$ cat src/rtl/cp0_irq_timer.sv
`default_nettype none
// ============================================================================
// Module : cp0_irq_timer
// Brief  : CP0 interrupt unit: synchronised level/edge external lines,
//          N_TMR compare timers with optional auto-reload, unified pending/mask.
// Rev    : 1.0  initial release
// ============================================================================
module cp0_irq_timer #(
  parameter int N_IRQ = 6,
  parameter int N_TMR = 2,
  parameter int CW    = 32
) (
  input  logic                   CLK,
  input  logic                   RESET_N,
  input  logic                   WE,
  input  logic [4:0]             IDX,
  input  logic [31:0]            WD,
  output logic [31:0]            RD,
  input  logic                   IEN_WB,
  input  logic                   EXL,
  input  logic [N_IRQ-1:0]       IRQ_IN,
  output logic [N_IRQ+N_TMR-1:0] PENDING,
  output logic                   INTERRUPT
);

  localparam int         NP          = N_IRQ + N_TMR;
  localparam logic [4:0] IDX_STATUS  = 5'd0;
  localparam logic [4:0] IDX_PENDING = 5'd1;
  localparam logic [4:0] IDX_MODE    = 5'd2;
  localparam logic [4:0] IDX_COUNT   = 5'd3;

  logic                  ie_q;
  logic [NP-1:0]         mask_q;
  logic [N_IRQ-1:0]      mode_q;
  logic [N_IRQ-1:0]      sync1_q, sync2_q, sync3_q;
  logic [N_IRQ-1:0]      sticky_q, sticky_d;
  logic [CW-1:0]         count_q, count_d;

  logic [N_TMR*CW-1:0]   cmp_all;
  logic [N_TMR*CW-1:0]   per_all;
  logic [N_TMR*2-1:0]    ctrl_all;
  logic [N_TMR-1:0]      tpend;
  logic [NP-1:0]         pend;

  logic                  wr_status, wr_pend, wr_mode, wr_count;
  logic [NP-1:0]         w1c;
  logic                  unused_wd;

  assign wr_status = WE && (IDX == IDX_STATUS);
  assign wr_pend   = WE && (IDX == IDX_PENDING);
  assign wr_mode   = WE && (IDX == IDX_MODE);
  assign wr_count  = WE && (IDX == IDX_COUNT);
  assign w1c       = wr_pend ? WD[NP-1:0] : '0;
  assign unused_wd = ^WD;

  // Edge-mode lines latch a synced rising edge; leaving edge mode drops the latch.
  always_comb begin
    sticky_d = '0;
    for (int i = 0; i < N_IRQ; i++) begin
      if (!mode_q[i])
        sticky_d[i] = 1'b0;
      else if (sync2_q[i] && !sync3_q[i])
        sticky_d[i] = 1'b1;
      else if (w1c[i])
        sticky_d[i] = 1'b0;
      else
        sticky_d[i] = sticky_q[i];
    end
  end

  always_comb begin
    count_d = count_q + CW'(1);
    if (wr_count)
      count_d = WD[CW-1:0];
  end

  always_ff @(posedge CLK or negedge RESET_N) begin
    if (!RESET_N) begin
      ie_q     <= 1'b0;
      mask_q   <= '0;
      mode_q   <= '0;
      sync1_q  <= '0;
      sync2_q  <= '0;
      sync3_q  <= '0;
      sticky_q <= '0;
      count_q  <= '0;
    end else begin
      sync1_q  <= IRQ_IN;
      sync2_q  <= sync1_q;
      sync3_q  <= sync2_q;
      sticky_q <= sticky_d;
      count_q  <= count_d;
      if (wr_status) begin
        ie_q   <= WD[0];
        mask_q <= WD[8 +: NP];
      end
      if (wr_mode)
        mode_q <= WD[N_IRQ-1:0];
    end
  end

  for (genvar k = 0; k < N_TMR; k++) begin : g_tmr
    localparam logic [4:0] IDX_CMP  = 5'(4 + 3*k);
    localparam logic [4:0] IDX_PER  = 5'(5 + 3*k);
    localparam logic [4:0] IDX_CTRL = 5'(6 + 3*k);

    logic [CW-1:0] cmp_q, cmp_d;
    logic [CW-1:0] per_q, per_d;
    logic          en_q, en_d;
    logic          prd_q, prd_d;
    logic          pend_q, pend_d;
    logic          match, wr_cmp, wr_per, wr_ctrl, clr;

    assign wr_cmp  = WE && (IDX == IDX_CMP);
    assign wr_per  = WE && (IDX == IDX_PER);
    assign wr_ctrl = WE && (IDX == IDX_CTRL);
    assign match   = en_q && (count_q == cmp_q);
    assign clr     = wr_cmp || w1c[N_IRQ+k];

    // Match sets over any same-cycle clear; a CPU compare write beats the reload.
    always_comb begin
      cmp_d  = cmp_q;
      per_d  = per_q;
      en_d   = en_q;
      prd_d  = prd_q;
      pend_d = match || (pend_q && !clr);
      if (wr_cmp)
        cmp_d = WD[CW-1:0];
      else if (match && prd_q)
        cmp_d = cmp_q + per_q;
      if (wr_per)
        per_d = WD[CW-1:0];
      if (wr_ctrl) begin
        en_d  = WD[0];
        prd_d = WD[1];
      end
    end

    always_ff @(posedge CLK or negedge RESET_N) begin
      if (!RESET_N) begin
        cmp_q  <= '0;
        per_q  <= '0;
        en_q   <= 1'b0;
        prd_q  <= 1'b0;
        pend_q <= 1'b0;
      end else begin
        cmp_q  <= cmp_d;
        per_q  <= per_d;
        en_q   <= en_d;
        prd_q  <= prd_d;
        pend_q <= pend_d;
      end
    end

    assign cmp_all[k*CW +: CW] = cmp_q;
    assign per_all[k*CW +: CW] = per_q;
    assign ctrl_all[2*k +: 2]  = {prd_q, en_q};
    assign tpend[k]            = pend_q;
  end

  assign pend      = {tpend, (mode_q & sticky_q) | (~mode_q & sync2_q)};
  assign PENDING   = pend;
  assign INTERRUPT = ie_q && !EXL && IEN_WB && (|(pend & mask_q));

  always_comb begin
    RD = '0;
    case (IDX)
      IDX_STATUS: begin
        RD[0]       = ie_q;
        RD[8 +: NP] = mask_q;
      end
      IDX_PENDING: RD[NP-1:0]    = pend;
      IDX_MODE:    RD[N_IRQ-1:0] = mode_q;
      IDX_COUNT:   RD[CW-1:0]    = count_q;
      default: begin
        for (int k = 0; k < N_TMR; k++) begin
          if (IDX == 5'(4 + 3*k)) RD[CW-1:0] = cmp_all[k*CW +: CW];
          if (IDX == 5'(5 + 3*k)) RD[CW-1:0] = per_all[k*CW +: CW];
          if (IDX == 5'(6 + 3*k)) RD[1:0]    = ctrl_all[2*k +: 2];
        end
      end
    endcase
  end

endmodule
`default_nettype wire
$ cat config.mk
export PLATFORM = sky130hd
export DESIGN_NAME = cp0_irq_timer
export DESIGN_NICKNAME = d
export VERILOG_FILES = /design/src/rtl/cp0_irq_timer.sv
export SDC_FILE = /design/constraint.sdc
export NUM_CORES = 1
export LEC_CHECK = 0
export ABC_AREA = 1
export CAP_MARGIN = 20
export CORE_ASPECT_RATIO = 1.4
export CORE_UTILIZATION = 25
export DETAILED_ROUTE_END_ITERATION = 8
export GPL_TIMING_DRIVEN = 1
export PLACE_DENSITY = 0.42
export SLEW_MARGIN = 15
export SYNTH_ARGS = -nofsm -noshare
export SYNTH_HDL_FRONTEND = slang
export SYNTH_SLANG_ARGS = --single-unit
$ cat constraint.sdc
create_clock -name CLK -period 2 [get_ports CLK]
set_input_delay 0.4 -clock CLK [delete_from_list [all_inputs] [get_ports CLK]]
set_output_delay 0.4 -clock CLK [all_outputs]
set_load 0.005 [all_outputs]
==> flow_metrics.tcl <==
set metrics [dict create \
    syn_area_mm2 0.0159 \
    globalRouteTotalUtil 0.257 \
    hpwl_um 65100 \
    antenna_found_initial 1 \
    htreeDepth 1 \
    crit_arrival_ns 1.82 \
    wl_per_cell_um 20.7 \
    clk_path_buf_depth 3 \
    power.leakage_nw 14.2 \
    fin_crit_ns 2.22 \
    cts_root_buf "clkbuf_16" \
    synthFlopType "dfrtp_1" \
    die-width_um 215 \
    setup_ws_ns -0.218 \
    power_density_mw_per_mm2 916 \
    critPathLaunchType "register" \
    synth.distinct_cells 46 \
    utilization 0.445 \
    timing.slew.headroom 0.633 \
    ys_ff_latch 205 \
    ys_warn_count 0 \
    tritoncts "yes" \
    period_share 1.11 \
    synthCells 2525 \
    detail-route-antenna-nets 0 \
    core_area_mm2 0.0631 \
    max_freq_mhz 451 \
    dr.first_iter.drc_count 1242 \
    grt_pass1_vias 19900 \
    violations "setup timing" \
    syn_area_per_cell_um2 6.31 \
    pre_cts_ws_ns -1.05 \
    nNetsFinal 3373 \
    synth_edf_count 0 \
    area_growth_pct 76.4 \
    cts_buffers 23 \
    fin_total_pwr_mw 25.8 \
    hp-class "in2reg" \
    seq_area_frac_synth 0.322 \
    synth-async-reset-ratio 1.00 \
    syn_nets 2638 \
    grt.overflow.total 0 \
    finalSetupViolCount 87 \
    crit_fanout 3 \
    slew_viol_final 0 \
    pin_count 89 \
    dieArea_mm2 0.0648 \
    die_h_um 301 \
    io_buffers 88 \
    grt_setup_unrepaired "true" \
    vias 19500 \
    worst_slew_pin_slew_ns 0.551 \
    path_clk_slew_ns 0.07 \
    grt_max_degree 65 \
    fp-row-count 109 \
    drv_cap 0 \
    postRouteWirelength_um 85000 \
    required_ns 1.60 \
    drive_gt1_frac 0.445 \
    stdcell_area_mm2 0.0281 \
    placed_area_mm2 0.0217 \
    firstDrtPassIters 6 \
    status "finished, violations left" \
    hold_viol 0 \
    gp_congestion 0.939 \
    clock-sinks 205 \
    finalClockSkew_ns 0.0140 \
    vias_per_cell 4.75 \
    drc 0 \
    grt_pass1_wl_um 124000 \
    crit_type "reg2out" \
    start_util 0.252 \
    peakVddDrop_mv 0.580 \
    end_kind "output pin" \
    insertion_delay_ns 0.55 \
]
==> layer usage <==
metal,share of wire,global-route usage
met4,0.057,0.119
met3,0.026,0.0139
met1,0.40,0.305
met2,0.51,0.472
met5,0,0
==> layout by cell type, fill, tap and decap left out, drive strengths merged, types with 41 or more instances in the layout <==
| master | netlist | final |
|---|---|---|
| nand2 | 984 | 984 |
| buf | 22 | 721 |
| inv | 369 | 369 |
| nor2 | 211 | 212 |
| dfrtp | 205 | 205 |
| o21ai | 184 | 184 |
| nand3 | 147 | 147 |
| ha | 63 | 63 |
| a21oi | 57 | 57 |
| clkdlybuf4s50 | 0 | 42 |
| xor2 | 41 | 41 |
==> report_power, final <==
group,internal (mW),total [mW],switching [mW],leakage (nW)
combinational,7.01,15.2,8.15,11.3
sequential,5.01,6.00,0.987,2.56
clock,2.67,4.61,1.94,0.384
==> worst max-delay path: stages, from the launching register on <==
cell and delay [ns]:
dfrtp_1 0.42, buf_6 0.15, a221oi_4 0.26, o2111ai_1 0.15, buf_4 0.18, buf_6 0.11
==> path summary, 6_finish.rpt <==
path                       cells after the start                 end  slack [ns]                from
min in group asynchronous                      2  g_tmr[0].per_q[28]        0.38             RESET_N
setup reg to reg                              15  g_tmr[0].cmp_q[17]       -0.15  g_tmr[0].cmp_q[18]
setup / recovery                               5               RD[6]       -0.22   g_tmr[0].cmp_q[6]
hold / removal                                 1          sync1_q[4]        0.28           IRQ_IN[4]
hold reg to reg                                0          sync2_q[3]        0.35          sync1_q[3]
max in group asynchronous                      3   g_tmr[1].cmp_q[2]        0.97             RESET_N
==> cell usage after synthesis, types with 26 or more instances <==
cell type | instances | share of area
nor2_1 | 202 | 0.048
nand3_1 | 139 | 0.044
clkbuf_1 | 43 | 0.010
ha_1 | 63 | 0.049
nand4_1 | 33 | 0.013
a21oi_1 | 57 | 0.018
xor2_1 | 41 | 0.023
inv_1 | 358 | 0.084
nor3_1 | 26 | 0.0082
o21ai_0 | 179 | 0.056
dfrtp_1 | 205 | 0.32
nand2_1 | 980 | 0.23
==> kinds of logic (layout without fill, tap and decap cells) <==
kind of cell | count (synthesis) | after routing | share of synthesized area
compound gates | 330 | 330 | 0.120
xor+xnor | 61 | 61 | 0.0335
fa+ha+maj | 65 | 65 | 0.0520
buf+inv | 437 | 1188 | 0.108
flops | 205 | 205 | 0.322
other cells | 0 | 1 | 0
simple gates | 1427 | 1428 | 0.365
==> per-stage QoR <==
step / std cells / hold slack [ns] / TNS [ns]
5_1_grt: 4109 / 0.277 / -16.42
3_5_place_dp: 3891 / 0.337 / -90.80
6_report: 4110 / 0.284 / -7.98
2_1_floorplan: 2525 / 0.104 / 0
4_1_cts: 4053 / 0.259 / -10.67
3_3_place_gp: 3891 / 0.334 / -86.82
==> sequential cells by signal, summed over array words and instances (netlist names) <==
register	flops
g_tmr.prd_q	2
g_tmr.cmp_q	64
g_tmr.pend_q	2
sync2_q	6
g_tmr.en_q	2
sticky_q	6
g_tmr.per_q	64
sync1_q	6
mode_q	6
count_q	32
mask_q	8
ie_q	1
sync3_q	6
==> final cells by class <==
| cell class | count | area, um2 |
|---|---|---|
| clock inverter | 11 | 146 |
| fill | 6430 | 35000 |
| multi-input combinational | 1884 | 12400 |
| clock buffer | 31 | 646 |
| inverter | 370 | 1530 |
| timing repair inverter | 1 | 11.3 |
| sequential | 205 | 5160 |
| timing repair buffer | 775 | 7170 |
| antenna | 1 | 2.50 |
| tap | 832 | 1040 |
==> what timing repair did <==
| item | 4_1_cts | 5_1_grt |
|---|---|---|
| hold buffers | 1 | 0 |
| setup endpoints to repair | 113 | 118 |
| resized for setup | 780 | 478 |
| gates cloned | 14 | 7 |
| hold endpoints to repair | 41 | 0 |
| pin swaps | 158 | 210 |
| setup buffers | 113 | 63 |
Note: power is estimated with default switching activity, not from simulation.
